### src/rtl/disp_share_ctrl.sv
// disp_share_ctrl: shares the 8-digit hex scan display between two 32-bit
// requesters. Ownership is arbitrated round-robin with a minimum dwell and
// changes only on frame boundaries; the owner's word is snapshotted once per
// frame and scanned out one nibble per digit slot.
module disp_share_ctrl #(
  parameter int unsigned SCAN_DIV     = 262144,
  parameter int unsigned DWELL_FRAMES = 4
) (
  input  logic        clk,
  input  logic        rst_n,
  input  logic [1:0]  req,
  input  logic [31:0] data0,
  input  logic [31:0] data1,
  output logic [3:0]  d,
  output logic [2:0]  an,
  output logic [1:0]  gnt,
  output logic        busy
);

  localparam int unsigned      DIV_W     = (SCAN_DIV > 1) ? $clog2(SCAN_DIV) : 1;
  localparam logic [DIV_W-1:0] DIV_LAST  = DIV_W'(SCAN_DIV - 1);
  localparam logic [7:0]       DWELL_MIN = 8'(DWELL_FRAMES);

  typedef enum logic [1:0] {
    ST_IDLE = 2'd0,
    ST_OWN0 = 2'd1,
    ST_OWN1 = 2'd2
  } state_e;

  // One-hot grant vector for a given ownership state.
  function automatic logic [1:0] gnt_of(input state_e st);
    logic [1:0] g;
    case (st)
      ST_OWN0: g = 2'b01;
      ST_OWN1: g = 2'b10;
      default: g = 2'b00;
    endcase
    return g;
  endfunction

  state_e           state_q, state_d, arb_s;
  logic [DIV_W-1:0] div_q, div_d;
  logic [2:0]       idx_q, idx_d, idx_nxt_s;
  logic [3:0]       d_q, d_d;
  logic [1:0]       gnt_q, gnt_d;
  logic [31:0]      frame_buf_q, frame_buf_d, snap_s;
  logic [7:0]       dwell_q, dwell_d;
  logic             rr_last_q, rr_last_d;
  logic             tick_s, fb_s;

  assign tick_s    = (div_q == DIV_LAST);
  assign fb_s      = tick_s && (idx_q == 3'd7);
  assign idx_nxt_s = idx_q + 3'd1;

  // Arbitration decision as it would apply at a frame boundary.
  always_comb begin
    arb_s = state_q;
    case (state_q)
      ST_IDLE: begin
        if (req == 2'b11) begin
          arb_s = rr_last_q ? ST_OWN0 : ST_OWN1;
        end else if (req[0]) begin
          arb_s = ST_OWN0;
        end else if (req[1]) begin
          arb_s = ST_OWN1;
        end else begin
          arb_s = ST_IDLE;
        end
      end
      ST_OWN0: begin
        if (!req[0]) begin
          arb_s = req[1] ? ST_OWN1 : ST_IDLE;
        end else if (req[1] && (dwell_q >= DWELL_MIN)) begin
          arb_s = ST_OWN1;
        end else begin
          arb_s = ST_OWN0;
        end
      end
      ST_OWN1: begin
        if (!req[1]) begin
          arb_s = req[0] ? ST_OWN0 : ST_IDLE;
        end else if (req[0] && (dwell_q >= DWELL_MIN)) begin
          arb_s = ST_OWN0;
        end else begin
          arb_s = ST_OWN1;
        end
      end
      default: arb_s = ST_IDLE;
    endcase
  end

  // Next-state for divider, scan position, ownership, dwell and snapshot.
  always_comb begin
    div_d       = tick_s ? {DIV_W{1'b0}} : div_q + DIV_W'(1);
    idx_d       = idx_q;
    d_d         = d_q;
    state_d     = state_q;
    gnt_d       = gnt_q;
    frame_buf_d = frame_buf_q;
    dwell_d     = dwell_q;
    rr_last_d   = rr_last_q;
    case (arb_s)
      ST_OWN0: snap_s = data0;
      ST_OWN1: snap_s = data1;
      default: snap_s = 32'h0000_0000;
    endcase
    if (fb_s) begin
      idx_d       = 3'd0;
      state_d     = arb_s;
      gnt_d       = gnt_of(arb_s);
      frame_buf_d = snap_s;
      d_d         = snap_s[3:0];
      if ((arb_s != state_q) && (arb_s != ST_IDLE)) begin
        dwell_d   = 8'd1;
        rr_last_d = (arb_s == ST_OWN1);
      end else if ((arb_s == state_q) && (arb_s != ST_IDLE)) begin
        dwell_d   = (dwell_q == 8'hFF) ? dwell_q : dwell_q + 8'd1;
        rr_last_d = rr_last_q;
      end else begin
        dwell_d   = dwell_q;
        rr_last_d = rr_last_q;
      end
    end else if (tick_s) begin
      idx_d = idx_nxt_s;
      d_d   = frame_buf_q[{idx_nxt_s, 2'b00} +: 4];
    end else begin
      idx_d = idx_q;
      d_d   = d_q;
    end
  end

  // State registers; reset aborts any frame in progress immediately.
  always_ff @(posedge clk or negedge rst_n) begin
    if (!rst_n) begin
      div_q       <= {DIV_W{1'b0}};
      idx_q       <= 3'd0;
      d_q         <= 4'd0;
      gnt_q       <= 2'b00;
      state_q     <= ST_IDLE;
      frame_buf_q <= 32'h0000_0000;
      dwell_q     <= 8'd0;
      rr_last_q   <= 1'b1;
    end else begin
      div_q       <= div_d;
      idx_q       <= idx_d;
      d_q         <= d_d;
      gnt_q       <= gnt_d;
      state_q     <= state_d;
      frame_buf_q <= frame_buf_d;
      dwell_q     <= dwell_d;
      rr_last_q   <= rr_last_d;
    end
  end

  assign d    = d_q;
  assign an   = idx_q;
  assign gnt  = gnt_q;
  assign busy = |gnt_q;

endmodule

### config.mk
export PLATFORM = sky130hd
export DESIGN_NAME = disp_share_ctrl
export DESIGN_NICKNAME = d
export VERILOG_FILES = /design/src/rtl/disp_share_ctrl.sv
export SDC_FILE = /design/constraint.sdc
export NUM_CORES = 1
export LEC_CHECK = 0
export CORE_AREA = 2 2 95 97
export CTS_BUF_LIST = sky130_fd_sc_hd__clkbuf_16
export CTS_CLUSTER_SIZE = 8
export DETAILED_ROUTE_END_ITERATION = 7
export DIE_AREA = 0 0 97 99
export PLACE_DENSITY = 0.67
export SLEW_MARGIN = 10
export SYNTH_ARGS = -nofsm -noshare
export SYNTH_HDL_FRONTEND = slang
export SYNTH_SLANG_ARGS = --single-unit
### constraint.sdc
create_clock -name clk -period 4.25 [get_ports clk]
set_input_delay 0.85 -clock clk [delete_from_list [all_inputs] [get_ports clk]]
set_output_delay 0.85 -clock clk [all_outputs]
set_load 0.005 [all_outputs]
; Word level (Yosys, flattened, before mapping)
; Index checks and enable logic that the tools add are counted.
[totals]
register_bits = 70
in_bits = 68
out_inout_bits = 10
word_cells = 56
[op_classes]
add_sub_neg = 3
order_cmp = 1
eq_ne = 11
n_shift = 1
mux = 20
reduce_logical = 12
[op_table]
columns = operator, n
row1 = 32-bit case mux with 2 select lines, 1
row2 = 32-bit by 6-bit indexed part select with 4-bit output, 1
row3 = 8-bit 2-to-1 mux, 3
row4 = 18-bit by 1-bit adder with 18-bit output (second input constant), 1
row5 = 18-bit == test (second input constant), 1
row6 = 18-bit 2-to-1 mux, 1
row7 = 2-bit 2-to-1 mux, 8
row8 = 8-bit by 1-bit adder with 8-bit output (second input constant), 1
row9 = 8-bit == test (second input constant), 1
row10 = 8-bit by 3-bit greater-or-equal comparator with 1-bit output (second input constant), 1
row11 = 4-bit 2-to-1 mux, 2
row12 = 2-bit == test (second input constant), 3
row13 = 3-bit 2-to-1 mux, 2
row14 = 2-bit case mux with 3 select lines, 1
row15 = 2-bit nonzero test, 3
row16 = 1-bit logical AND, 5
row17 = 2-bit by 1-bit == test with 1-bit output (second input constant), 2
row18 = 2-bit case mux with 2 select lines, 1
row19 = 3-bit by 1-bit adder with 3-bit output (second input constant), 1
row20 = 3-bit == test (second input constant), 1
row21 = 3-bit AND reduction, 1
row22 = 2-bit == test, 1
row23 = 2-bit zero test, 1
row24 = 2-bit != test, 1
row25 = other kinds (4), 4

; Depth between registers and ports, before layout
[depth]
ltp_word = 9
depth_mapped = 11
mapped_depth_nobuf = 10

; Least setup slack after synthesis
; OpenSTA, ideal clock, no wires.
[synth_path]
kind = register -> register
start = register dwell_q[6]
end = register frame_buf_q[10]
setup_ps = 95
arrival_ps = 2590
required_ps = 4155
setup_slack_ps = 1565
path_stages_with_launch = 10
path_buffers = 2
synth_period_minus_slack_ps = 2685
path_cell_list = dfrtp_1 -> nor4_2 -> nand2_1 -> a221o_1 -> a21oi_1 -> ha_1 -> clkbuf_1 -> clkbuf_1 -> a22oi_1 -> o31ai_1
[synth_via]
elab_chain_cells = 7
word_cells_on_any_way = 11
cone_classes = 1 x order compare / 2 x eq/ne / 6 x mux / 2 x reduce/logical
[synth_rtl]
columns = item, line
row1 = from (decl), 47  ; logic [7:0] dwell_q, dwell_d;
row2 = from (signal assigned), 150  ; dwell_q <= dwell_d;
row3 = 8-bit by 3-bit greater-or-equal comparator with 1-bit output *, "73, 82"
row4 = "1-bit logical AND, on equally long branches", "82, 73"
row5 = "2-bit 2-to-1 mux, on equally long branches", "82, 73"
row6 = "2-bit 2-to-1 mux, on equally long branches", "80, 71"
row7 = 2-bit case mux with 3 select lines *, 58  ; case (state_q)
row8 = net arb_s[1], 41  ; state_e state_q, state_d, arb_s;
row9 = 2-bit == test / 2-bit by 1-bit == test with 1-bit output (equally long branches), 102  ; case (arb_s)
row10 = 32-bit case mux with 2 select lines *, 102
row11 = to (signal assigned), 149  ; frame_buf_q <= frame_buf_d;
row12 = to (decl), 46  ; logic [31:0] frame_buf_q, frame_buf_d, snap_s;
; Mark *: on every way through the listed nets, which the timed path passes. The rest lies on a longest branch.
; A chain may end at the register's enable or synchronous reset.

; Worst setup path in the final report
[layout_path]
start = register dwell_q[6]
end = register d_q[0], in the netlist d[0]
[layout_via]
elab_chain_cells = 8
word_cells_on_any_way = 12
cone_classes = 1 x order compare / 2 x eq/ne / 7 x mux / 2 x reduce/logical
[layout_rtl]
columns = item, line
row1 = 8-bit by 3-bit greater-or-equal comparator with 1-bit output *, "73, 82"
row2 = "1-bit logical AND, on equally long branches", "82, 73"
row3 = "2-bit 2-to-1 mux, on equally long branches", "82, 73"
row4 = "2-bit 2-to-1 mux, on equally long branches", "80, 71"
row5 = 2-bit case mux with 3 select lines *, 58
row6 = net arb_s[1], 41
row7 = 2-bit == test / 2-bit by 1-bit == test with 1-bit output (equally long branches), 102
row8 = 32-bit case mux with 2 select lines *, 102
row9 = 4-bit 2-to-1 mux *, 107  ; if (fb_s) begin
row10 = to (signal assigned), 137  ; d_q <= 4'd0;
row11 = to (signal assigned), 146  ; d_q <= d_d;
row12 = to (decl), 44  ; logic [3:0] d_q, d_d;
; Marked as above.

==> flow_summary.ini <==
[status]
status = complete, no violations

[logic_synthesis]
synthFlopType = dfrtp_1
yosysUniqueCellTypes = 48
synth_area_leaders = dfrtp_1 (46%), o31ai_1 (6.8%), a22oi_1 (6.4%), nand2_1 (5.8%), mux4_2 (4.8%)
netlist_area_um2 = 3750
syn_avg_cell_area_um2 = 10.2
synth_top_area_cell = dfrtp_1
synth-seq-area-share_pct = 46.8
synth_top_family_by_area = compound AO/OA/AOI/OAI gates
yosysWarnings = 0
synth_nets = 447
synth_edf_count = 0
synthAdderAreaFrac_pct = 3.34
synth-async-reset-ratio_pct = 100
synth_seq_cells = 70
synth_top_area_share_pct = 46.1
synth_mux_area_share_pct = 7.51
synth_compound_gate_area_share_pct = 19.5
netlist_instances = 369
yosys.area_share.simple_pct = 15.6
synth_xor_area_share_pct = 3.51

[timing]
setup_viol = 0
period_share_pct = 79.9
period_needed_ps = 3400
max_freq_mhz = 294
tightest_slew_ps = 1130
skew_ps = 5.32
finalHoldViolCount = 0
rsz0062_at_grt = no
slew_headroom_pct = 24.3
slew_viol_final = 0
tns_ps = 0

[floorplanning]
core-area_um2 = 8550
die_x_um = 97
start_util_pct = 43.8
num_rows = 34
io_pins = 78
die_y_um = 99
die-area_um2 = 9600

[grt]
grt_max_degree = 65
grt_pass1_vias = 3091
grt_pass1_wl_mm = 14.3
grt_util_all_layers_pct = 18.3
overflow = 0
antenna_found_initial = 0

[clock_tree]
cts_tree = yes
hold_buffers = 0
cts-root-buf = clkbuf_16
cts_buffers = 9
post_cts_buffers = 0
clockBufferDepth = 2
cts.sinks = 70
clk_pin_slew_ps = 50
htreeDepth = 3
clock_latency_ps = 320
cts_resized = 0

[final_layout]
layout.nets = 513
fillers = 741
drive_gt1_share_pct = 8.86
area_delta_synth_final_pct = 28.8
diodes = 0
final_cell_mix = clkdlybuf4s50_1 (76), dfrtp_1 (69), nand2_1 (58), o31ai_1 (34), a22oi_1 (32)
final_common_cell = clkdlybuf4s50_1

[worst_setup_path]
worstPathMaxFanout = 33
r2r_end = d[0]$_DFFE_PN0P_
cp-end-kind = flip-flop
cp.required_ps = 4490
startpoint_type = flip-flop
worstPathArrival_ps = 3640
rr_worst_depth = 9
reg2reg_setup_slack_ps = 850
criticalPathCategory = reg -> reg
reg2reg_from = dwell_q[6]$_DFFE_PN0P_

[min_path]
min_from = frame_buf_q[26]$_DFFE_PN0P_
hold_path_depth = 2
min_to = frame_buf_q[26]$_DFFE_PN0P_
hp-class = reg -> reg

[pwr]
p_total_uw = 1440
p_leak_uw = 0.00204
power.density_nw_per_um2 = 298
vdd_ir_drop_max_mv = 0.159

[placed_design]
place_hpwl_mm = 6.06
place_congestion = 0.763
port_buffers = 77

[routing]
drt_iter0_markers = 147
viasPerCell = 5.61
vias = 3074
wl_per_cell_um = 15.4
routed_wl_mm = 8.47
ant_nets = 0
first_pass_iters = 4
drc_errors = 0

[flow_run]
cap_viol_max_count = 0
## state kept, by name, summed over array words and instances (netlist names)
| signal | flops |
|---|---|
| an | 3 |
| frame_buf_q | 32 |
| rr_last_q | 1 |
| dwell_q | 8 |
| gnt | 2 |
| state_q | 2 |
| div_q | 18 |
| d | 4 |
## worst max-delay path by stage
stage | to | from | slack [ps]
final | d[0]$_DFFE_PN0P_ | dwell_q[6]$_DFFE_PN0P_ | 850
after global routing | d[0]$_DFFE_PN0P_ | dwell_q[6]$_DFFE_PN0P_ | 380
after CTS | d[1]$_DFFE_PN0P_ | dwell_q[6]$_DFFE_PN0P_ | 840
after detailed placement | d[3]$_DFFE_PN0P_ | req[0] | 670
after global placement | d[1]$_DFFE_PN0P_ | req[1] | 780
after floorplan | frame_buf_q[10]$_DFFE_PN0P_ | dwell_q[6]$_DFFE_PN0P_ | 1560
## per-stage QoR
stage	hold slack [ps]	utilization [%]	setup slack [ps]	cell area, um2	cells
global route	500	56.4	383	4830	548
detailed placement	462	53.5	667	4570	532
CTS	473	56.4	838	4830	548
floorplan	442	-	1560	3750	369
finish	470	56.4	854	4830	548
global placement	455	53.5	779	4570	532
## layer usage
| layer | share of wire [%] | GRT usage (%) | up-vias |
|---|---|---|---|
| met5 | 0 | 0 | - |
| met4 | 2.7 | 8.34 | 0 |
| li1 | - | - | 1497 |
| met1 | 46 | 23.6 | 1458 |
| met3 | 5.2 | 3.69 | 19 |
| met2 | 47 | 29.9 | 100 |
## cells in the mapped netlist (all sizes together), types with 3 or more instances
master,number
nand2,58
mux2,9
nand3,10
mux4,8
a22oi,32
dfrtp,69
xnor2,9
and3,3
a41oi,3
ha,10
nor3,4
clkbuf,18
buf,9
nand4,10
nor2,20
inv,7
o21ai,15
xor2,6
o31ai,34
a21oi,10
## power breakdown
part | total [uW] | leakage (uW) | internal, uW | switching (uW)
registers | 667 | 0.000767 | 667 | 0
clock network | 642 | 0.000142 | 382 | 260
logic | 128 | 0.00113 | 70.5 | 57.1
## final cells by class
cell class              count  area (um2)  area share (%)
repair buffers             82         803            16.6
multi-input cells         265        1850            38.4
inverters                   7        26.3           0.544
well taps                 108         135            2.80
flip-flops and latches     70        1750            36.3
clock inverters             7        28.8           0.596
clock buffers               9         225            4.67
## critical path, cell delays in order, from the launching register on
cell and delay (ps):
dfrtp_1 420, nor4_2 430, nand2_1 130, a221o_1 360, a21oi_1 280, ha_1 970, a22oi_1 250, o21ai_0 210
o21ai_0 100, o21ai_0 150
## kinds of logic after synthesis
group                    Yosys count
AND/OR/NAND/NOR                  119
AO/OA/AOI/OAI                    104
flip-flops                        70
buffers and inverters             34
multiplexers                      17
XOR/XNOR                          15
adder cells (fa/ha/maj)           10
Power figures use the tool's default switching activity.
